`src/rtl/sprite_collision_detector.sv`:
```
// Sprite collision detector.
// Counts player/object pixel overlaps per frame. At frame end it reports one
// event per hit object, lowest index first, over a valid/ready handshake. It
// also keeps a saturating score of accepted events.
// Optional build macro COLLISION_COOLDOWN_EN adds a per-object cooldown. After
// an object's event is accepted, that object is suppressed for COOLDOWN_FRAMES
// frame ends.
module sprite_collision_detector #(
  parameter int N_OBJ           = 4,
  parameter int HIT_MIN         = 8,
  parameter int SCORE_W         = 16,
  parameter int COOLDOWN_FRAMES = 60
) (
  input  logic               i_clk,
  input  logic               i_rst,
  input  logic               i_v_sync,
  input  logic               i_de,
  input  logic               i_player_hit,
  input  logic [N_OBJ-1:0]   i_obj_hit,
  output logic               o_evt_valid,
  input  logic               i_evt_ready,
  output logic [2:0]         o_evt_id,
  output logic [SCORE_W-1:0] o_score,
  output logic               o_overrun,
  output logic [15:0]        o_frame_cnt
);

  typedef enum logic {ST_ACCUM, ST_REPORT} state_t;

  state_t             state_q, state_d;
  logic               vs_s1_q, vs_s2_q, vs_s3_q;
  logic               frame_end;
  logic [7:0]         cnt_q [N_OBJ];
  logic [7:0]         cnt_d [N_OBJ];
  logic [7:0]         cnt_inc [N_OBJ];
  logic [N_OBJ-1:0]   hit_mask;
  logic [N_OBJ-1:0]   pend_q, pend_d, pend_rem;
  logic               evt_valid_q, evt_valid_d;
  logic [2:0]         evt_id_q, evt_id_d;
  logic [SCORE_W-1:0] score_q, score_d;
  logic               overrun_q, overrun_d;
  logic [15:0]        frame_cnt_q, frame_cnt_d;
  logic               accept;

`ifdef COLLISION_COOLDOWN_EN
  localparam int CD_W = (COOLDOWN_FRAMES < 1) ? 1 : $clog2(COOLDOWN_FRAMES + 1);
  logic [CD_W-1:0] cd_q [N_OBJ];
  logic [CD_W-1:0] cd_d [N_OBJ];
`else
  // Cooldown parameter has no effect when the feature is compiled out.
  logic unused_cooldown;
  assign unused_cooldown = ^32'(COOLDOWN_FRAMES);
`endif

  // Index of the lowest set bit; the caller guarantees the mask is nonzero.
  function automatic logic [2:0] lowest_idx(input logic [N_OBJ-1:0] m);
    lowest_idx = '0;
    for (int k = N_OBJ - 1; k >= 0; k--)
      if (m[k]) lowest_idx = 3'(k);
  endfunction

  // Score increment that sticks at all ones.
  function automatic logic [SCORE_W-1:0] sat_inc(input logic [SCORE_W-1:0] s);
    sat_inc = (&s) ? s : s + 1'b1;
  endfunction

  // Frame end is a one-cycle pulse on the synchronised rising edge of v_sync.
  assign frame_end = vs_s2_q & ~vs_s3_q;
  assign accept    = evt_valid_q & i_evt_ready;

  // Next-state logic for counters, masks, handshake and score.
  always_comb begin
    frame_cnt_d = frame_cnt_q + 16'(frame_end);
    hit_mask    = '0;
    pend_rem    = pend_q;
    score_d     = score_q;
    for (int k = 0; k < N_OBJ; k++) begin
      cnt_inc[k] = cnt_q[k];
      if (i_de && i_player_hit && i_obj_hit[k] && (cnt_q[k] != 8'hFF))
        cnt_inc[k] = cnt_q[k] + 8'd1;
      // The overlap seen in the frame-end cycle itself still counts.
      hit_mask[k] = frame_end && (cnt_inc[k] >= 8'(HIT_MIN));
      cnt_d[k]    = frame_end ? 8'd0 : cnt_inc[k];
      if (accept && (evt_id_q == 3'(k)))
        pend_rem[k] = 1'b0;
    end
`ifdef COLLISION_COOLDOWN_EN
    for (int k = 0; k < N_OBJ; k++) begin
      cd_d[k] = cd_q[k];
      if (cd_q[k] != '0) begin
        hit_mask[k] = 1'b0;
        if (frame_end) cd_d[k] = cd_q[k] - 1'b1;
      end
      if (accept && (evt_id_q == 3'(k)))
        cd_d[k] = CD_W'(COOLDOWN_FRAMES);
    end
`endif
    if (accept)
      score_d = sat_inc(score_q);

    state_d     = state_q;
    pend_d      = pend_rem;
    evt_valid_d = evt_valid_q;
    evt_id_d    = evt_id_q;
    overrun_d   = 1'b0;
    case (state_q)
      ST_ACCUM: begin
        if (|hit_mask) begin
          state_d     = ST_REPORT;
          pend_d      = hit_mask;
          evt_valid_d = 1'b1;
          evt_id_d    = lowest_idx(hit_mask);
        end
      end
      default: begin
        if (pend_rem != '0) begin
          // Still busy: a new frame's hits are dropped and flagged.
          evt_id_d  = lowest_idx(pend_rem);
          overrun_d = |hit_mask;
        end else if (|hit_mask) begin
          // Final accept and frame end in the same cycle: the new frame is
          // handled as if it had arrived in ACCUM.
          pend_d      = hit_mask;
          evt_valid_d = 1'b1;
          evt_id_d    = lowest_idx(hit_mask);
        end else begin
          state_d     = ST_ACCUM;
          evt_valid_d = 1'b0;
        end
      end
    endcase
  end

  // State registers with asynchronous reset.
  always_ff @(posedge i_clk or posedge i_rst) begin
    if (i_rst) begin
      vs_s1_q     <= 1'b0;
      vs_s2_q     <= 1'b0;
      vs_s3_q     <= 1'b0;
      state_q     <= ST_ACCUM;
      pend_q      <= '0;
      evt_valid_q <= 1'b0;
      evt_id_q    <= '0;
      score_q     <= '0;
      overrun_q   <= 1'b0;
      frame_cnt_q <= '0;
      for (int k = 0; k < N_OBJ; k++) cnt_q[k] <= '0;
`ifdef COLLISION_COOLDOWN_EN
      for (int k = 0; k < N_OBJ; k++) cd_q[k] <= '0;
`endif
    end else begin
      vs_s1_q     <= i_v_sync;
      vs_s2_q     <= vs_s1_q;
      vs_s3_q     <= vs_s2_q;
      state_q     <= state_d;
      pend_q      <= pend_d;
      evt_valid_q <= evt_valid_d;
      evt_id_q    <= evt_id_d;
      score_q     <= score_d;
      overrun_q   <= overrun_d;
      frame_cnt_q <= frame_cnt_d;
      for (int k = 0; k < N_OBJ; k++) cnt_q[k] <= cnt_d[k];
`ifdef COLLISION_COOLDOWN_EN
      for (int k = 0; k < N_OBJ; k++) cd_q[k] <= cd_d[k];
`endif
    end
  end

  assign o_evt_valid = evt_valid_q;
  assign o_evt_id    = evt_id_q;
  assign o_score     = score_q;
  assign o_overrun   = overrun_q;
  assign o_frame_cnt = frame_cnt_q;

endmodule
```
`config.mk`:
```
export PLATFORM = sky130hd
export DESIGN_NAME = sprite_collision_detector
export DESIGN_NICKNAME = d
export VERILOG_FILES = /design/src/rtl/sprite_collision_detector.sv
export SDC_FILE = /design/constraint.sdc
export NUM_CORES = 1
export LEC_CHECK = 0
export ABC_AREA = 1
export BUFFER_PORTS_ARGS = -buffer_cell sky130_fd_sc_hd__buf_4
export CAP_MARGIN = 25
export CORE_UTILIZATION = 41
export CTS_CLUSTER_DIAMETER = 200
export DETAILED_ROUTE_END_ITERATION = 8
export SLEW_MARGIN = 25
export SYNTH_ARGS = -nofsm -noshare
export SYNTH_HDL_FRONTEND = slang
export SYNTH_SLANG_ARGS = --single-unit
```
`constraint.sdc`:
```
create_clock -name i_clk -period 3.25 [get_ports i_clk]
set_input_delay 0.325 -clock i_clk [delete_from_list [all_inputs] [get_ports i_clk]]
set_output_delay 0.325 -clock i_clk [all_outputs]
set_load 0.02 [all_outputs]
```
**Word-level counts from Yosys, hierarchy flattened**

Index checks and enable logic that the tools add are counted.

- Register bits: 77
- Output and inout bits: 37
- Word-level logic and storage cells: 94

- $add $sub $neg: 6
- Magnitude comparators: 4
- Equal/unequal tests: 8
- Muxes and demuxes: 34
- Bitwise operators: 4
- Reduce and logical (&&, ||, !) cells: 24

Operators by type and width:

| cell | number |
|---|---|
| $mux 8 | 8 |
| $add 8x1->8 const B | 4 |
| $ge 8x4->1 const B | 4 |
| $ne 8x8->1 const B | 4 |
| $mux 3 | 9 |
| $logic_and 1x1->1 | 17 |
| $add 16x1->16 | 1 |
| $add 16x1->16 const B | 1 |
| $reduce_and 16->1 | 1 |
| $mux 1 | 12 |
| $mux 4 | 3 |
| $eq 3x2->1 const B | 2 |
| $mux 2 | 2 |
| $reduce_and 2->1 | 2 |
| $reduce_bool 4->1 | 1 |
| $reduce_or 4->1 | 1 |
| $eq 3x1->1 const B | 1 |
| $logic_not 3->1 | 1 |
| $and 1x1->1 | 2 |
| $ne 2x2->1 const B | 1 |
| $not 1->1 | 2 |
| $reduce_bool 2->1 | 1 |

**Longest topological paths before layout**

- Depth in word-level cells: 13
- Mapped depth: 15

**Worst setup path before layout**

No wires, ideal clock.

- Path type: reg2reg
- From: register vs_s3_q
- To: register frame_cnt_q[14] (netlist: o_frame_cnt[14])
- Setup time: 0.080 ns
- Arrival: 2.623 ns
- Required time: 3.170 ns
- Slack: 0.547 ns
- Stages on the path, launching flop included: 12
- Period minus slack after synthesis: 2.703 ns
- Cell sequence: dfrtp_1 > nor2_1 > clkbuf_1 > ha_1 > ha_1 > nand3_1 > nor3b_1 > nand3_1 > nor3_1 > nand2_1 > nor2_1 > xor2_1

- Cells in the longest elaborated chain, start to end: 3

RTL lines:

| item | line | source |
|---|---|---|
| from (decl) | 31 | `logic vs_s1_q, vs_s2_q, vs_s3_q;` |
| from (signal assigned) | 154 | `vs_s3_q <= vs_s2_q;` |
| $not 1->1 | 68 | `assign frame_end = vs_s2_q & ~vs_s3_q;` |
| $and 1x1->1 | 68 |  |
| $add 16x1->16 | 73 | `frame_cnt_d = frame_cnt_q + 16'(frame_end);` |
| named net frame_cnt_d[14] | 42 | `logic [15:0] frame_cnt_q, frame_cnt_d;` |
| to (signal assigned) | 161 | `frame_cnt_q <= frame_cnt_d;` |
| to (decl) | 42 |  |

The timed path passes the listed nets, and every way through them passes these cells.
A chain may end at the register's enable or synchronous reset.

**Worst setup path in the final report**

Ends and elaborated chain as after synthesis.

==> results <==
- The flow ran to the end, and the final reports show no timing, DRC or antenna violations.
- After layout, the design draws a total of 2.73 mW.
- The number of setup buffers added after CTS is 0.
- The tree is rooted in a clkbuf_8.
- The most crowded layer after global routing is met2.
- The signal on the critical path passes through nor2_2 > ha_1 > ha_1 > nand3_1 > nor3b_1 > nand3_1 > nor3_1 > nand2_1 > nor2_1 > xor2_1.
- With fillers left out, the area of the finished cells amounts to 4920 um2.
- The number of nets in the synthesized netlist is 549.
- Summing the sequential cell areas from Yosys gives 45.8% of the chip area.
- In this run, the combinational gates consume 29.3% of the power.
- In this design, the stage delay of the slowest critical-path cell is 0.38 ns.
- The number of DRC markers in iteration 0 is 144.
- In this run, the clock network consumes 24.9% of the power.
- The layout cell share with drive strength beyond 1 is 18.4%.
- CTS built an H-tree with a depth of 3.
- The final layout contains routed wiring with a total length of 8.48 mm.
- The initial standard-cell utilization of the core is 42.7%.
- Summed over all layers, the global routing overflow is 0.
- The number of buffer and inverter instances along the worst setup path is 0.
- The proportion of synthesized flip-flops having asynchronous set or reset is 100%.
- The library cell used most frequently in the layout, excluding fill and tap cells, is nand2_1.
- The global-route wire length before repair is 14.3 mm.
- The classification of the worst-slack hold path is primary input to flip-flop.
- The cell area after technology mapping is 4210 um2.
- Clock tree synthesis found a total of 77 sinks.
- The number of antenna cells inserted is 0.
- The number of global-route vias before repair is 3278.
- The number of max-cap violations is 0.
- Clock-pin slew was measured on the worst setup and hold paths at 0.09 ns.
- The maximum clock frequency is 0.458 GHz.
- On the critical path, the stage with the largest delay is an instance of dfrtp_1.
- The clock tree buffer depth is 2.
- The switching share of total power is 38.0%.
- The instance count of the mapped netlist is 532.
- Global routing consumed, on the met3 layer, 3.09% of the routing resources.
- The share of the core filled with cells in the final layout is 49.8%.
- The post-synthesis to final-layout area growth is 16.7%.
- After detailed placement, the total cell area comes to 4730 um2.
- In the layout the commonest cells are nand2_1, dfrtp_1, inv_1.
- Counting I/O delays and the setup requirement, the final critical path takes 2.18 ns.
- The number of warning messages in the yosys log is 0.
- The kind of cell with the highest combined delay along the critical path is simple AND/OR/NAND/NOR gates.
- The start point of the worst hold path is i_v_sync.
- The congestion estimate from routability-driven global placement came to 0.834.
- The site row count is 36.
- The ratio of routed vias to standard cells is 4.78.
- Setup repair after global routing left no endpoint under its margin.
- The beginning of the worst register-to-register path is vs_s3_q.
- In the global route stage, met2 resource usage came out at 28.6%.
- The routed layout has 3468 vias.
- The CTS tree is built.
- The type of the setup path with the least slack is flip-flop to flip-flop.
- Global routing used 17.2% of the available tracks.
- The cell count after placement is 710.
- IR analysis of the VDD net gives a maximum drop of 0.402 mV.
- The horizontal extent of the die is 103 um.
- The final routed DRC violation total is 0.
- Yosys mapped the design onto 29 distinct sky130hd cell types.
- In this run the worst path has a maximum fanout of 2.
- Entering global routing, the biggest net connects 78 pins.
- The overall die area is 10700 um2.
- The later pin in the worst-skew pair is clocked with a latency of 0.35 ns.
- The net switching power is 1.04 mW.
- The required time of the critical path is 3.53 ns.
- The die height is 103 um.
- The met1 global-route usage is 22.2%.
- The final setup TNS is 0 ns.
- Counting flops with a built-in enable in the synthesized netlist gives 0.
- The hold violation count in the final report is 0.
- The final count of negative-setup-slack endpoints is 0.
- Cell internal power was estimated by the tool at 1.70 mW.
- Pin placement for this block handled 47 I/O pins.
- The share of the clock period used by the worst path is 67.2%.
- The worst setup path is captured at a flip-flop.
- The kind of start point of the critical path is a flip-flop.
- The number of resized instances in the post-cts repair step is 0.
- The cell leakage power is 2.50 nW.
- The first detailed-routing pass ran for 4 iterations.
- Each instance of the synthesized netlist takes up on average 7.92 um2.
- Clock tree synthesis inserted a total of 9 buffers.
- The sequential share of power is 45.8%.
- Dividing the detail-routed wire length by the instance count gives 11.7 um.
- The number of antenna violations at the first check in global routing is 0.
- The final layout contains 605 nets.
- The number of hold buffers added after cts is 0.
- The number of max-slew violations in the final report is 0.
- The worst pin sits at a relative slew slack of 53.7%.
- Tracing the worst setup path back leads to its startpoint at vs_s3_q.
- For this design the ratio of total power to cell area is 556 nW/um2.
- The worst clock skew is 0.00950 ns.
- The most used flip-flop cell after synthesis is dfrtp_1.
- Once layout is complete, the cells apart from fillers number 726.
- Data arrives at the worst endpoint at 2.46 ns.
- The number of nets with antenna violations after routing is 0.
- Synthesis inferred 77 register bits.
- The placed wire-length estimate after detailed placement is 6.11 mm.
- In this run the tool buffered the top-level ports with 46 buffer cells.
- The transition at the pin with the smallest max-transition slack is 0.694 ns.
- The placeable core area is 9860 um2.
metrics by stage:
stage	setup WS [ns]	hold slack, ns
6_report	1.07	0.0772
5_1_grt	0.750	0.0522
4_1_cts	1.01	0.0598
3_5_place_dp	1.04	0.348
3_3_place_gp	1.14	0.344
2_1_floorplan	0.547	0.331
logic make-up after synthesis:
logic type | after synthesis | synth area share (%)
and+or+nand+nor | 301 | 33.4
buffers and inverters | 77 | 6.89
DFF | 77 | 45.8
AOI/OAI and AO/OA | 39 | 5.44
xor gates and xnor gates | 31 | 6.45
adders and majority gates | 7 | 2.08
power groups by stage:
stage | sequential, mW | clock, mW | combinational (mW)
after global placement | 1.27 | 0 | 0.789
final | 1.25 | 0.679 | 0.801
after global routing | 1.28 | 0.747 | 0.901
after CTS | 1.25 | 0.703 | 0.812
after floorplan | 1.36 | 0 | 0.425
after detailed placement | 1.27 | 0 | 0.809
registers in the layout, indices dropped and copies added, names as in the netlist, 3 cells and up:
| name | flops |
|---|---|
| cnt_q | 32 |
| o_evt_id | 3 |
| o_frame_cnt | 16 |
| o_score | 16 |
| pend_q | 4 |
final timing paths:
| path | end | slack [ns] | depth (start not counted) |
|---|---|---|---|
| worst max-delay path | o_frame_cnt[14] | 1.07 | 10 |
| worst max register to register | o_frame_cnt[14] | 1.07 | 10 |
| max in group asynchronous | o_score[15] | 2.63 | 3 |
| worst min-delay path | vs_s1_q | 0.08 | 1 |
| worst min register to register | vs_s2_q | 0.36 | 0 |
| min in group asynchronous | o_frame_cnt[13] | 0.15 | 3 |
metal layers:
layer,wire (um),vias to the layer above
met5,0,-
met4,131,0
met3,185,11
met2,4100,38
met1,4060,1602
li1,-,1817
synthesized netlist by cell type (4+ instances only):
cell type,n,area share (%)
nor3_1,11,1.3
nand4_1,19,2.8
nor2_1,60,5.3
dfrtp_1,77,46
xor2_1,23,4.8
nand2_1,122,11
xnor2_1,8,1.7
nand2_2,15,2.2
ha_1,7,2.1
nor2_4,4,1.1
a21oi_1,16,1.9
nor2_2,6,0.89
inv_2,7,0.62
nand3_1,53,6.3
inv_1,66,5.9
o21ai_0,16,1.9
area by class of cell:
type,count,area [um2]
Inverter,74,279
Fill cell,947,4950
Timing Repair Buffer,48,364
Sequential cell,77,1930
Clock inverter,7,58.8
Multi-Input combinational cell,378,2000
Tap cell,133,166
Clock buffer,9,124
Note: power is estimated with default switching activity, not from simulation.
